`config.mk`:
```
export PLATFORM = sky130hd
export DESIGN_NAME = scan_loader
export DESIGN_NICKNAME = d
export VERILOG_FILES = /design/src/rtl/scan_loader.sv
export SDC_FILE = /design/constraint.sdc
export NUM_CORES = 1
export LEC_CHECK = 0
export BUFFER_PORTS_ARGS = -buffer_cell sky130_fd_sc_hd__buf_4
export CELL_PAD_IN_SITES_DETAIL_PLACEMENT = 1
export CELL_PAD_IN_SITES_GLOBAL_PLACEMENT = 1
export CORE_MARGIN = 5
export CORE_UTILIZATION = 45
export CTS_CLUSTER_DIAMETER = 40
export CTS_CLUSTER_SIZE = 16
export DETAILED_ROUTE_END_ITERATION = 7
export PLACE_DENSITY_LB_ADDON = 0.3
export REMOVE_ABC_BUFFERS = 1
export SYNTH_ARGS = -nofsm -noshare
export SYNTH_HDL_FRONTEND = slang
export SYNTH_SLANG_ARGS = --single-unit
export TNS_END_PERCENT = 5
```
`constraint.sdc`:
```
create_clock -name clk -period 3.66 [get_ports clk]
set_input_delay 0.549 -clock clk [delete_from_list [all_inputs] [get_ports clk]]
set_output_delay 0.549 -clock clk [all_outputs]
set_load 0.005 [all_outputs]
```
`src/rtl/scan_loader.sv`:
```
// Purpose: turns host configuration bytes into serial scan-chain programming, with an optional verify mode.
// Latency: start to done is 1 + ceil(CHAIN_LEN/8) + CHAIN_LEN + 1 cycles when in_valid is held high.
// Backpressure: in_ready is high only in FETCH, and the chain holds (scan_en low) while the host stalls.
module scan_loader #(
    parameter int CHAIN_LEN = 12,
    parameter int CNT_WIDTH = 8
) (
    input  logic       clk,
    input  logic       rst,
    input  logic       start,
    input  logic       verify,
    input  logic [7:0] in_data,
    input  logic       in_valid,
    output logic       in_ready,
    output logic       cfg_scan_in,
    output logic       cfg_scan_en,
    input  logic       cfg_scan_out,
    output logic       busy,
    output logic       done,
    output logic       error
);

    localparam logic [1:0] S_IDLE  = 2'd0;
    localparam logic [1:0] S_FETCH = 2'd1;
    localparam logic [1:0] S_SHIFT = 2'd2;
    localparam logic [1:0] S_DONE  = 2'd3;

    // Counter value during the last shift of a pass.
    localparam logic [CNT_WIDTH-1:0] LAST_BIT = CNT_WIDTH'(CHAIN_LEN - 1);

    logic [1:0]           state_q, state_d;
    logic [CNT_WIDTH-1:0] cnt_q, cnt_d;
    logic [2:0]           idx_q, idx_d;
    logic [7:0]           sr_q, sr_d;
    logic                 mode_q, mode_d;
    logic                 err_q, err_d;
    logic                 scan_en_q, scan_en_d;
    logic                 scan_in_q, scan_in_d;

    // Next-state logic: pass sequencing, byte shifting and verify compare.
    always_comb begin
        state_d = state_q;
        cnt_d   = cnt_q;
        idx_d   = idx_q;
        sr_d    = sr_q;
        mode_d  = mode_q;
        err_d   = err_q;
        case (state_q)
            S_IDLE: begin
                if (start) begin
                    mode_d  = verify;
                    cnt_d   = '0;
                    err_d   = 1'b0;
                    state_d = S_FETCH;
                end
            end
            S_FETCH: begin
                if (in_valid) begin
                    sr_d    = in_data;
                    idx_d   = 3'd0;
                    state_d = S_SHIFT;
                end
            end
            S_SHIFT: begin
                sr_d  = {1'b0, sr_q[7:1]};
                idx_d = idx_q + 3'd1;
                cnt_d = cnt_q + 1'b1;
                // The chain tail carries the bit loaded at this same position last pass.
                if (mode_q && (cfg_scan_out != scan_in_q)) begin
                    err_d = 1'b1;
                end
                // Chain-length exit wins, so leftover bits of a partial last byte are dropped.
                if (cnt_q == LAST_BIT) begin
                    state_d = S_DONE;
                end else if (idx_q == 3'd7) begin
                    state_d = S_FETCH;
                end
            end
            default: begin
                state_d = S_IDLE;
            end
        endcase
        // Scan outputs are registered: they show the bit for the cycle being entered.
        scan_en_d = (state_d == S_SHIFT);
        scan_in_d = (state_d == S_SHIFT) ? sr_d[0] : 1'b0;
    end

    // State registers; reset aborts a pass immediately and drops scan_en.
    always_ff @(posedge clk or posedge rst) begin
        if (rst) begin
            state_q   <= S_IDLE;
            cnt_q     <= '0;
            idx_q     <= 3'd0;
            sr_q      <= 8'd0;
            mode_q    <= 1'b0;
            err_q     <= 1'b0;
            scan_en_q <= 1'b0;
            scan_in_q <= 1'b0;
        end else begin
            state_q   <= state_d;
            cnt_q     <= cnt_d;
            idx_q     <= idx_d;
            sr_q      <= sr_d;
            mode_q    <= mode_d;
            err_q     <= err_d;
            scan_en_q <= scan_en_d;
            scan_in_q <= scan_in_d;
        end
    end

    assign in_ready    = (state_q == S_FETCH);
    assign busy        = (state_q != S_IDLE);
    assign done        = (state_q == S_DONE);
    assign error       = err_q;
    assign cfg_scan_en = scan_en_q;
    assign cfg_scan_in = scan_in_q;

endmodule

```
# ---- After elaboration in Yosys (flattened, before gate mapping)
# Cells that the tools add are included.
dict set report totals {
  input_bits 14
  regBits 25
  output_inout_bits 6
  elab_cells 45
}
dict set report classes {
  eq_ne 10
  mux 15
  add_sub_neg 2
  reduce_logical 9
}
# operator n
set ops {}
lappend ops {{$pmux W8 S2} 2}
lappend ops {{$mux W8} 2}
lappend ops {{$add A8 B1 Y8 const B} 1}
lappend ops {{$eq A8 B4 Y1 const B} 1}
lappend ops {{$mux W2} 4}
lappend ops {{$eq A2 B2 Y1 const B} 3}
lappend ops {{$ne A2 B2 Y1 const B} 3}
lappend ops {{$pmux W2 S3} 1}
lappend ops {{$pmux W3 S2} 1}
lappend ops {{$reduce_and A2 Y1} 3}
lappend ops {{$reduce_bool A2 Y1} 3}
lappend ops {{$add A3 B1 Y3 const B} 1}
lappend ops {{$eq A3 B3 Y1 const B} 1}
lappend ops {{$mux W1} 3}
lappend ops {{$mux W3} 1}
lappend ops {{$reduce_and A3 Y1} 1}
lappend ops {{$eq A2 B1 Y1 const B} 1}
lappend ops {{$logic_not A2 Y1} 1}
lappend ops {{$pmux W1 S2} 1}
lappend ops {{$logic_and A1 B1 Y1} 1}
lappend ops {{$ne A1 B1 Y1} 1}

# ---- Logic depth before layout (Yosys ltp)
# Gate-level depths: netlist (run 1).
dict set report depth {
  ltp_word 6
  ltp_mapped 7
  mapped_depth_nobuf 6
}

# ---- Worst setup path before layout (run 1)
# Ideal clock, no wire load.
dict set report synth_timing {
  path_kind {flip-flop to flip-flop}
  from {register state_q[0]}
  to {register scan_in_q, in the netlist cfg_scan_in}
  n_path_buf 1
  required_time_ns 3.523
  synth_period_minus_slack_ns 1.585
  setup_ns 0.137
  stages_incl_launch_ff 8
  arrival_ns 1.448
  path_slack_ns 2.075
  cell_sequence {dfrtp_1 inv_1 ha_1 buf_2 inv_2 o21ai_1 a311oi_1 nor3_1}
}
dict set report synth_via {
  elab_chain_cells 5
  word_cells_on_any_way 11
  classes_between {eq/ne (3); mux (7); reduce/logical (1)}
}
# element line_no
set synth_rtl {}
lappend synth_rtl {{start, declared} 31} ;# logic [1:0] state_q, state_d;
lappend synth_rtl {{start signal, assigned} 100} ;# state_q <= state_d;
lappend synth_rtl {{$mux W2} 75} ;# end else if (idx_q == 3'd7) begin
lappend synth_rtl {{$mux W2} 73} ;# if (cnt_q == LAST_BIT) begin
lappend synth_rtl {{$pmux W2 S3} 48} ;# case (state_q)
lappend synth_rtl {{$eq A2 B2 Y1} 85} ;# scan_in_d = (state_d == S_SHIFT) ? sr_d[0] : 1'b0;
lappend synth_rtl {{$mux W1 *} 85}
lappend synth_rtl {{named net scan_in_d} 38} ;# logic scan_in_q, scan_in_d;
lappend synth_rtl {{end signal, assigned} 107} ;# scan_in_q <= scan_in_d;
lappend synth_rtl {{end, declared} 38}
# The timed path passes the listed nets; every way through them passes the cells marked *.
# A chain may end at the register's enable or synchronous reset.

# ---- Worst setup path after layout (run 1)
dict set report layout_timing {
  from {register state_q[0]}
  to {register cnt_q[5]}
}
dict set report layout_via {
  elab_chain_cells 3
  word_cells_on_any_way 6
  classes_between {eq/ne (2); mux (1); reduce/logical (3)}
}
# element line_no
set layout_rtl {}
lappend layout_rtl {{$eq A2 B2 Y1 or $logic_not A2 Y1 (tied branches)} 48}
lappend layout_rtl {{$reduce_bool A2 Y1 (no source line) or $ne A2 B2 Y1 (tied branches)} -}
lappend layout_rtl {{$reduce_and A2 Y1 (no source line)} -}
lappend layout_rtl {{end signal, assigned} 101} ;# cnt_q <= cnt_d;
lappend layout_rtl {{end, declared} 32} ;# logic [CNT_WIDTH-1:0] cnt_q, cnt_d;
# Parallel ways exist; a longest one is shown, timed or not.

==> results of run 1 <==
-- per-stage QoR --
stage               cell area, um^2  utilization (%)  worst slack, ns  hold WS, ns
floorplan                      1340                -             1.88        0.455
global placement               1520             51.1             1.62        0.475
detailed placement             1520             51.1             1.52        0.494
CTS                            1550             52.1             1.51        0.443
global route                   1550             52.1             1.36        0.424
finish                         1550             52.1             1.52        0.432
-- how the worst max path moves through the flow --
stage,start,to,depth (start not counted)
2_1_floorplan,state_q[0],cnt_q[5],6
3_3_place_gp,state_q[1],cfg_scan_in,6
3_5_place_dp,state_q[0],cnt_q[5],6
4_1_cts,state_q[0],cnt_q[5],6
5_1_grt,state_q[1],cfg_scan_in,6
6_report,state_q[0],cnt_q[5],6
-- per-layer routing --
layer  wire (um)  vias to the layer above  global-route usage (%)
met4          30                        0                    5.44
met3          75                        4                    2.91
met5           0                        -                       0
met2        1920                       11                    33.2
li1            -                      522                       -
met1        1350                      574                    19.9
-- cells by family (layout without fill, tap and decap cells) --
kind of cell               after synthesis  after routing  synth area share (%)
AOI/OAI and AO/OA                       38             38                  19.1
DFF                                     25             25                  45.6
muxes                                    3              3                  3.28
buffers and inverters                   17             34                  5.47
adders and majority gates                7              7                  6.38
and+or+nand+nor                         40             40                  16.4
xor gates and xnor gates                 6              6                  3.83
-- cells in the final DEF, fill, tap and decap left out, types with 4 or more instances in the layout --
master	Yosys	final
dfrtp_1	25	25
buf_4	0	19
nand2_1	13	13
inv_1	10	10
nor2_1	9	9
o21ai_1	9	9
ha_1	7	7
o21ai_0	6	6
a22oi_1	6	6
nand3_1	4	4
-- power by group through the flow --
stage | Clock (mW) | Sequential [mW] | Combinational [mW]
after floorplan | 0 | 0.400 | 0.343
after global placement | 0 | 0.408 | 0.459
after detailed placement | 0 | 0.417 | 0.490
after CTS | 0.133 | 0.411 | 0.495
after global routing | 0.151 | 0.421 | 0.543
final | 0.132 | 0.410 | 0.485
-- registers in the layout, indices dropped and copies added (netlist names) --
register and cells:
state_q 2, idx_q 3, sr_q 8, cfg_scan_in 1, mode_q 1, error 1
cnt_q 8, cfg_scan_en 1
-- final cells by class --
class                           instances  area, um^2
Tap cell                               33        41.3
Fill cell                             349        1430
Clock buffer                            3        22.5
Sequential cell                        25         626
Multi-Input combinational cell         94         672
Clock inverter                          1        5.00
Timing Repair Buffer                   19         143
Inverter                               11        41.3
==> metrics.md, run 1 <==
| Metric | Value |
|---|---|
| Flop-to-flop setup slack | `1.52 ns` |
| CP Launch Type | `register` |
| First-pass DRT Iterations | `4` |
| CP Max Fanout | `20` |
| Internal | `581 uW` |
| CTS tree | `yes` |
| Fraction of layout cells with a size suffix above 1 | `19.6%` |
| Switch share | `43.4%` |
| Critical path's slowest cell | `ha_1` |
| PD cells | `663 mW/mm^2` |
| Cell chosen for the clock root | `clkbuf_4` |
| Core Region | `0.00298 mm^2` |
| Final worst path period share | `58.5%` |
| Cell Count, Final, Fillers Out | `186` |
| Synth Register Bits | `25` |
| Post-CTS setup buffers | `0` |
| Post-DR wirelength/cell | `18.2 um` |
| Critical R2R Capture | `cnt_q[5]` |
| Clock sink count | `25` |
| Gr usage total | `17.6%` |
| NumNets Final | `175` |
| DP HPWL | `2560 um` |
| Fin Clk Skew | `0.00374 ns` |
| Yosys Warn Count | `0` |
| Most frequent cell after synthesis | `dfrtp_1` |
| Crit path required time | `3.88 ns` |
| Routability cong. | `0.774` |
| Synth top cells by count | `dfrtp_1, nand2_1, inv_1, nor2_1, o21ai_1` |
| Yosys top cell area share | `45.6%` |
| CP Cell Sequence | `inv_1, ha_1, mux2i_4, nor4_4, xnor2_1, nor2_1` |
| First-pass GRT wire length | `5770 um` |
| DRT iter0 DRCs | `17` |
| Placed cells | `182` |
| Run status | `complete, no violations` |
| Top cells by area, synth | `dfrtp_1, ha_1, nand2_1` |
| GRT overflow | `0` |
| Flop pwr share | `39.9%` |
| WP buf/inv | `1` |
| IO Port Bufs | `19` |
| Starting Density | `46.1%` |
| Worst Path Arrival | `2.36 ns` |
| RSZ-0062 raised after global routing | `false` |
| WL final | `3380 um` |
| Crit path kind | `reg -> reg` |
| Hold buffers post-CTS | `0` |
| DR vias/cell | `5.97` |
| Max incr delay on CP | `0.67 ns` |
| Final Max Tran Viols | `0` |
| Io pins | `20` |
| Antenna violations before repair | `0` |
| Setup_tns | `0 ns` |
| Gate power share | `47.2%` |
| Vias after detailed routing | `1111` |
| Largest net degree at the start of global routing | `26` |
| Number of global-route vias before repair | `1254` |
| Leak pwr | `0.731 nW` |
| Slew headroom | `33.9%` |
| FF-to-FF path depth | `6` |
| Synth Cell Area | `0.00137 mm^2` |
| Clk buf depth | `2` |
| Worst Hold Class | `in -> async` |
| CTS resizes | `0` |
| Final Hold Vio Count | `0` |
| Total power | `1.03 mW` |
| Min Tclk post-route | `2.14 ns` |
| Dominant synthesized flop cell | `dfrtp_1` |
| Post-DRT Antenna Nets | `0` |
| FMAX | `467 MHz` |
| ANT cells | `0` |
| CTS Buf Count | `3` |
| Clock latency on the worst-skew pair | `0.33 ns` |
| Reg clk slew, reported paths | `0.15 ns` |
| Peak supply drop | `0.303 mV` |
| Remaining DRCs | `0` |
| Clock share of power | `12.9%` |
| Critical path capture point type | `register` |
| Mapped Cells | `136` |
| Die height | `65.2 um` |
| Final number of setup-violating endpoints | `0` |
| Yosys cell types | `34` |
| DIE WIDTH | `65.2 um` |
| # rows | `20` |
| Sequential-to-total area share from yosys stat | `45.6%` |
| Slew @ Worst Pin | `0.991 ns` |
| Avg Cell Area, Syn | `10.1 um^2` |
| Die Area | `0.00425 mm^2` |
| Number of synthesized flops with an enable pin | `0` |
| H-tree levels | `1` |
| Area Overhead vs Synth | `12.9%` |
| Crit path max-delay family | `adder cells` |
| Reg-to-reg startpoint | `state_q[0]` |
| Switching pwr | `446 uW` |
| Ys async rst share | `100%` |
| Area leader, netlist | `dfrtp_1` |
| Max-Cap Viols | `0` |
Note: power is estimated with default switching activity, not from simulation.
==> inputs of run 2 (changes only) <==
- ABC_AREA: default -> 1
- CORE_UTILIZATION: 45 -> 37
- clock period: 3.66 -> 1.75 ns (I/O delays scaled with it)
==> run 2 against run 1 <==
Flip-flop and latch count stayed put. Highest routed layer unchanged. Die area is 18% higher. Global-route usage fell by 4.0 points.
==> metrics.md, run 2 <==
| Metric | Value |
|---|---|
| Run status | `complete, no violations (unchanged)` |
| Yosys Warn Count | `0 (unchanged)` |
| Final Hold Vio Count | `0 (unchanged)` |
| Multi-input logic area | `608 um^2 (was 672 um^2)` |
| DP HPWL | `2490 um (was 2560 um)` |
| Critical path capture point type | `register (unchanged)` |
| IO Port Bufs | `19 (unchanged)` |
| RSZ-0062 raised after global routing | `true (was false)` |
| Yosys cell types | `27 (was 34)` |
| Synth top cells by count | `nand2_1, inv_1, dfrtp_1, o21ai_0, nor2_1 (was dfrtp_1, nand2_1, inv_1, nor2_1, o21ai_1)` |
| Core Region | `0.00361 mm^2 (was 0.00298 mm^2)` |
| Worst Hold Class | `in -> async (unchanged)` |
| Flop-to-flop setup slack | `0.12 ns (was 1.52 ns)` |
| Peak supply drop | `0.585 mV (was 0.303 mV)` |
| Finished Core Util | `46.0% (was 52.1%)` |
| Fin Clk Skew | `0.00479 ns (was 0.00374 ns)` |
| DIE WIDTH | `70.8 um (was 65.2 um)` |
| Leak pwr | `0.829 nW (was 0.731 nW)` |
| Crit path required time | `1.92 ns (was 3.88 ns)` |
| FF-to-FF path depth | `11 (was 6)` |
| Regs by FF count | `cnt_q x8, sr_q x8, idx_q x3 (unchanged)` |
| Slew headroom | `78.1% (was 33.9%)` |
| Mux contribution to synthesized area | `0.824% (was 3.28%)` |
| Dpl ws | `0.0633 ns (was 1.52 ns)` |
| # rows | `22 (was 20)` |
| Fillers | `456 (was 349)` |
| Internal | `1.24 mW (was 581 uW)` |
| GRT overflow | `0 (unchanged)` |
| Largest family of logic cells by synthesized area | `simple AND/OR/NAND/NOR gates (was compound AO/OA/AOI/OAI gates)` |
| Final number of setup-violating endpoints | `0 (unchanged)` |
| Dominant synthesized flop cell | `dfrtp_1 (unchanged)` |
| Area leader, netlist | `dfrtp_1 (unchanged)` |
| Hold buffers post-CTS | `0 (unchanged)` |
| DRT iter0 DRCs | `23 (was 17)` |
| Gate power share | `43.1% (was 47.2%)` |
| Most frequent cell after synthesis | `nand2_1 (was dfrtp_1)` |
| Simple-gate portion of the synthesized area | `22.7% (was 16.4%)` |
| Clock sink count | `25 (unchanged)` |
| Setup ws final | `0.116 ns (was 1.52 ns)` |
| Antenna violations before repair | `0 (unchanged)` |
| Slew @ Worst Pin | `0.329 ns (was 0.991 ns)` |
| Commonest non-fill, non-tap cell in the layout | `nand2_1 (was dfrtp_1)` |
| Io pins | `20 (unchanged)` |
| Avg Cell Area, Syn | `7.90 um^2 (was 10.1 um^2)` |
| Number of synthesized flops with an enable pin | `0 (unchanged)` |
| Area Overhead vs Synth | `21.5% (was 12.9%)` |
| First-pass GRT wire length | `5480 um (was 5770 um)` |
| Switch share | `38.6% (was 43.4%)` |
| Switching pwr | `779 uW (was 446 uW)` |
| Remaining DRCs | `0 (unchanged)` |
| Gr usage total | `13.6% (was 17.6%)` |
| Cell chosen for the clock root | `clkbuf_8 (was clkbuf_4)` |
| Mapped Cells | `173 (was 136)` |
| DR vias/cell | `4.68 (was 5.97)` |
| Top cells by area, synth | `dfrtp_1, nand2_1, inv_1 (was dfrtp_1, ha_1, nand2_1)` |
| Adder-cell share of the synthesized area | `6.41% (was 6.38%)` |
| Min Tclk post-route | `1.63 ns (was 2.14 ns)` |
| CP Launch Type | `register (unchanged)` |
| Total power | `2.02 mW (was 1.03 mW)` |
| Crit path kind | `reg -> reg (unchanged)` |
| Ys async rst share | `100% (unchanged)` |
| CP Max Fanout | `9 (was 20)` |
| Die height | `70.8 um (was 65.2 um)` |
| Clock latency on the worst-skew pair | `0.27 ns (was 0.33 ns)` |
| Reg clk slew, reported paths | `0.09 ns (was 0.15 ns)` |
| NumNets Final | `222 (was 175)` |
| Number of global-route vias before repair | `1210 (was 1254)` |
| Vias after detailed routing | `1160 (was 1111)` |
| Flop pwr share | `39.5% (was 39.9%)` |
| ANT cells | `0 (unchanged)` |
| Largest net degree at the start of global routing | `26 (unchanged)` |
| First-pass DRT Iterations | `4 (unchanged)` |
| Yosys top cell area share | `45.8% (was 45.6%)` |
| PD cells | `1210 mW/mm^2 (was 663 mW/mm^2)` |
| Worst Path Arrival | `1.81 ns (was 2.36 ns)` |
| Reg area | `626 um^2 (unchanged)` |
| Compound-gate portion of the synthesized area | `12.7% (was 19.1%)` |
| Clk buf depth | `2 (unchanged)` |
| Synth Register Bits | `25 (unchanged)` |
| Reg-to-reg startpoint | `state_q[0] (unchanged)` |
| Post-DRT Antenna Nets | `0 (unchanged)` |
| Critical R2R Capture | `cnt_q[5] (unchanged)` |
| Clock share of power | `17.3% (was 12.9%)` |
| H-tree levels | `1 (unchanged)` |
| CTS Buf Count | `3 (unchanged)` |
| WL final | `3170 um (was 3380 um)` |
| Most frequent cells in the layout | `nand2_1, inv_1, buf_4, dfrtp_1, o21ai_0 (was dfrtp_1, buf_4, nand2_1, inv_1)` |
| Die Area | `0.00501 mm^2 (was 0.00425 mm^2)` |
| Starting Density | `37.9% (was 46.1%)` |
| FMAX | `612 MHz (was 467 MHz)` |
| Fraction of layout cells with a size suffix above 1 | `23.0% (was 19.6%)` |
| Post-Synth XOR/XNOR Area | `1.28% (was 3.83%)` |
| Routability cong. | `0.779 (was 0.774)` |
| CTS tree | `yes (unchanged)` |
| Final Max Tran Viols | `0 (unchanged)` |
| Synth Cell Area | `0.00137 mm^2 (about the same)` |
| Final worst path period share | `93.4% (was 58.5%)` |
| Post-DR wirelength/cell | `12.8 um (was 18.2 um)` |
| Max-Cap Viols | `0 (unchanged)` |
| Worst hold slack | `0.0391 ns (was 0.432 ns)` |
| Sequential-to-total area share from yosys stat | `45.8% (was 45.6%)` |
## run 2: power groups by stage
stage,sequential [mW],clock (mW),combinational (mW)
floorplan,0.792,0,0.550
global route,0.812,0.389,0.993
finish,0.798,0.350,0.870
global placement,0.803,0,0.807
detailed placement,0.814,0,0.832
CTS,0.800,0.360,0.839
## run 2: worst max-delay path by stage
stage	startpoint	endpoint	slack, ns	depth (start not counted)
after global routing	state_q[0]	cnt_q[4]	-0.03	12
final	state_q[0]	cnt_q[5]	0.12	11
after CTS	state_q[0]	cnt_q[5]	0.05	11
after detailed placement	state_q[0]	cnt_q[5]	0.06	11
after floorplan	state_q[0]	cnt_q[5]	0.25	11
after global placement	state_q[1]	cfg_scan_in	0.17	10
## run 2: routing by layer
| layer | track usage [%] | part of all wire (%) | vias up |
|---|---|---|---|
| met5 | 0 | 0 | - |
| met4 | 5.64 | 1.7 | 0 |
| met3 | 2.13 | 1.9 | 5 |
| met2 | 23.2 | 49 | 9 |
| met1 | 17.1 | 48 | 546 |
| li1 | - | - | 600 |
## run 2: area by class of cell
class / count / area share, %
Multi-Input combinational cell: 112 / 36.6
Timing Repair Buffer: 26 / 11.8
Sequential cell: 25 / 37.7
Tap cell: 48 / 3.62
Inverter: 33 / 7.61
Clock buffer: 4 / 2.71
## run 2: stage by stage
step	instances	cell area, um^2	setup TNS [ns]
5_1_grt	248	1660	-0.0301
3_3_place_gp	241	1590	0
4_1_cts	245	1630	0
2_1_floorplan	170	1350	0
3_5_place_dp	241	1590	0
6_report	248	1660	0
## run 2: logic make-up (layout without fill, tap and decap cells)
kind of cell | after synthesis | in the layout
AOI/OAI and AO/OA | 31 | 31
and+or+nand+nor | 71 | 71
muxes | 1 | 1
buffers and inverters | 36 | 63
adders and majority gates | 7 | 7
xor gates and xnor gates | 2 | 2
DFF | 25 | 25
## run 2: critical path: stages (launching register included)
cell and delay [ns]:
dfrtp_1 0.42, inv_1 0.12, ha_2 0.24, inv_2 0.08, nand2_2 0.08, nand2_2 0.08
inv_4 0.10, nand3_1 0.10, nor2_1 0.14, nand2_1 0.07, nand2_1 0.06, nor2_1 0.03
## run 2: what timing repair did
action	CTS	global route
setup buffers	0	3
setup endpoints to repair	0	3
endpoints found under the hold margin	0	0
resized for setup	0	3
==> inputs of run 3 (changes only) <==
- RECOVER_POWER: default -> 100
- SKIP_LAST_GASP: default -> 1
==> run 3 against run 2 <==
Routed wire length shrank 0.22%. Highest routed layer unchanged. First-iteration DRC count down 4.3%. Clock power barely moved. Hold slack better by 0.18 ns. Sequential power barely moved. Largest cell class unchanged. Clock-buffer cell count unchanged. Critical path type unchanged. Clock skew shrank 0.00088 ns.
==> metrics.md, run 3 (synthesis gave the netlist of run 2 again) <==
| Metric | Value |
|---|---|
| Run status | `complete, no violations (unchanged)` |
| PD cells | `1210 mW/mm^2 (about the same)` |
| Final Max Tran Viols | `0 (unchanged)` |
| Largest net degree at the start of global routing | `26 (unchanged)` |
| Clock share of power | `17.3% (about the same)` |
| Switching pwr | `777 uW (was 779 uW)` |
| Io pins | `20 (unchanged)` |
| GRT overflow | `0 (unchanged)` |
| Remaining DRCs | `0 (unchanged)` |
| Reg-to-reg startpoint | `state_q[0] (unchanged)` |
| NumNets Final | `222 (unchanged)` |
| # rows | `22 (unchanged)` |
| CP Max Fanout | `9 (unchanged)` |
| Final number of setup-violating endpoints | `0 (unchanged)` |
| CP Launch Type | `register (unchanged)` |
| Slew headroom | `9.13% (was 78.1%)` |
| First-pass DRT Iterations | `4 (unchanged)` |
| WL final | `3170 um (about the same)` |
| Die Area | `0.00501 mm^2 (unchanged)` |
| Fraction of layout cells with a size suffix above 1 | `22.5% (was 23.0%)` |
| DP HPWL | `2490 um (unchanged)` |
| H-tree levels | `1 (unchanged)` |
| Area Overhead vs Synth | `21.2% (was 21.5%)` |
| Core Region | `0.00361 mm^2 (unchanged)` |
| CP Cell Sequence | `inv_1, ha_2, inv_2, nand2_2, nand2_2, inv_4, nand3_1, nor2_1, nand2_1, nand2_1, nor2_1 (unchanged)` |
| Min Tclk post-route | `1.64 ns (was 1.63 ns)` |
| Internal | `1.23 mW (was 1.24 mW)` |
| Fin Clk Skew | `0.00391 ns (was 0.00479 ns)` |
| Starting Density | `37.9% (unchanged)` |
| Leak pwr | `0.824 nW (was 0.829 nW)` |
| FF-to-FF path depth | `11 (unchanged)` |
| First-pass GRT wire length | `5480 um (unchanged)` |
| Commonest non-fill, non-tap cell in the layout | `nand2_1 (unchanged)` |
| Slew @ Worst Pin | `1.36 ns (was 0.329 ns)` |
| Clock sink count | `25 (unchanged)` |
| Regs by FF count | `cnt_q x8, sr_q x8, idx_q x3 (unchanged)` |
| Flop-to-flop setup slack | `0.11 ns (was 0.12 ns)` |
| Peak supply drop | `0.585 mV (about the same)` |
| Critical path's slowest cell | `dfrtp_1 (unchanged)` |
| CTS Buf Count | `3 (unchanged)` |
| Worst Hold Class | `in -> reg (was in -> async)` |
| Clk buf depth | `2 (unchanged)` |
| FMAX | `611 MHz (was 612 MHz)` |
| Final worst path period share | `93.5% (was 93.4%)` |
| Gr usage total | `13.6% (unchanged)` |
| Routability cong. | `0.779 (unchanged)` |
| Most frequent cells in the layout | `nand2_1, inv_1, dfrtp_1, buf_4, o21ai_0 (was nand2_1, inv_1, buf_4, dfrtp_1, o21ai_0)` |
| Flop pwr share | `39.6% (was 39.5%)` |
| Crit path kind | `reg -> reg (unchanged)` |
| Post-DR wirelength/cell | `12.8 um (about the same)` |
| Antenna violations before repair | `0 (unchanged)` |
| Gate power share | `43.1% (about the same)` |
| DRT iter0 DRCs | `22 (was 23)` |
| ANT cells | `0 (unchanged)` |
| DIE WIDTH | `70.8 um (unchanged)` |
| Switch share | `38.6% (about the same)` |
| Worst Path Arrival | `1.81 ns (about the same)` |
| Max-Cap Viols | `0 (unchanged)` |
| Final Hold Vio Count | `0 (unchanged)` |
| Die height | `70.8 um (unchanged)` |
| Cell chosen for the clock root | `clkbuf_8 (unchanged)` |
| Number of global-route vias before repair | `1210 (unchanged)` |
| Finished Core Util | `45.9% (was 46.0%)` |
| Worst hold slack | `0.218 ns (was 0.0391 ns)` |
| Clock latency on the worst-skew pair | `0.27 ns (about the same)` |
| DR vias/cell | `4.69 (was 4.68)` |
| Critical R2R Capture | `cnt_q[5] (unchanged)` |
| Critical path capture point type | `register (unchanged)` |
| Max incr delay on CP | `0.42 ns (about the same)` |
| Vias after detailed routing | `1163 (was 1160)` |
| Reg clk slew, reported paths | `0.09 ns (about the same)` |
| CP endpoint | `cnt_q[5] (unchanged)` |
| Crit path from | `state_q[0] (unchanged)` |
| Hold buffers post-CTS | `0 (unchanged)` |
| Crit path required time | `1.92 ns (about the same)` |
| RSZ-0062 raised after global routing | `true (unchanged)` |
| IO Port Bufs | `19 (unchanged)` |
| Post-DRT Antenna Nets | `0 (unchanged)` |
| CTS tree | `yes (unchanged)` |
[run 3: cell count changes in the layout (fill, tap and decap cells not counted)]
cell / change
buf_4: -5
clkbuf_1: +1
clkbuf_4: +4
[run 3: power by group through the flow]
stage	clock (mW)	sequential [mW]	combinational (mW)
2_1_floorplan	0	0.792	0.550
3_3_place_gp	0	0.803	0.807
3_5_place_dp	0	0.814	0.832
4_1_cts	0.360	0.800	0.839
5_1_grt	0.389	0.813	0.990
6_report	0.348	0.797	0.867
[run 3: through the flow]
step | setup slack [ns] | TNS [ns] | cell area (um^2) | cells | total power [mW]
detailed placement | 0.0633 | 0 | 1590 | 241 | 1.65
floorplan | 0.251 | 0 | 1350 | 170 | 1.34
CTS | 0.0467 | 0 | 1630 | 245 | 2.00
finish | 0.114 | 0 | 1660 | 248 | 2.01
global placement | 0.170 | 0 | 1590 | 241 | 1.61
global route | -0.0271 | -0.0301 | 1660 | 248 | 2.19
[run 3: worst min path at each step]
stage / startpoint / endpoint / slack, ns / cells past startpoint
floorplan: rst / cfg_scan_en / 0.29 / 1
global placement: rst / sr_q[7] / 0.34 / 3
finish: verify / mode_q / 0.22 / 2
detailed placement: rst / sr_q[7] / 0.35 / 3
CTS: rst / sr_q[7] / 0.05 / 3
global route: verify / mode_q / 0.22 / 2
[run 3: layout make-up]
class,count,area (um^2)
Sequential cell,25,626
Tap cell,48,60.1
Inverter,33,126
Timing Repair Buffer,26,191
Clock buffer,4,45.0
Multi-Input combinational cell,112,608
Fill cell,457,1950
[run 3: critical path, delay by kind of cell (launching register included)]
family / cells / cell delay [ns]
buf+inv: 3 / 0.30
flops: 1 / 0.42
fa+ha+maj: 1 / 0.24
simple gates: 7 / 0.56
[run 3: per-layer routing]
| metal | global-route usage [%] | routed length [um] | up-vias |
|---|---|---|---|
| met4 | 5.64 | 54 | 0 |
| met1 | 17.1 | 1500 | 549 |
| li1 | - | - | 600 |
| met3 | 2.13 | 61 | 5 |
| met5 | 0 | 0 | - |
| met2 | 23.2 | 1550 | 9 |
[run 3: timing repair]
| action | CTS | global route |
|---|---|---|
| gates resized for setup | 0 | 3 |
| hold endpoints to repair | 0 | 0 |
| endpoints found under the setup margin | 0 | 3 |
| buffers inserted | 0 | 3 |
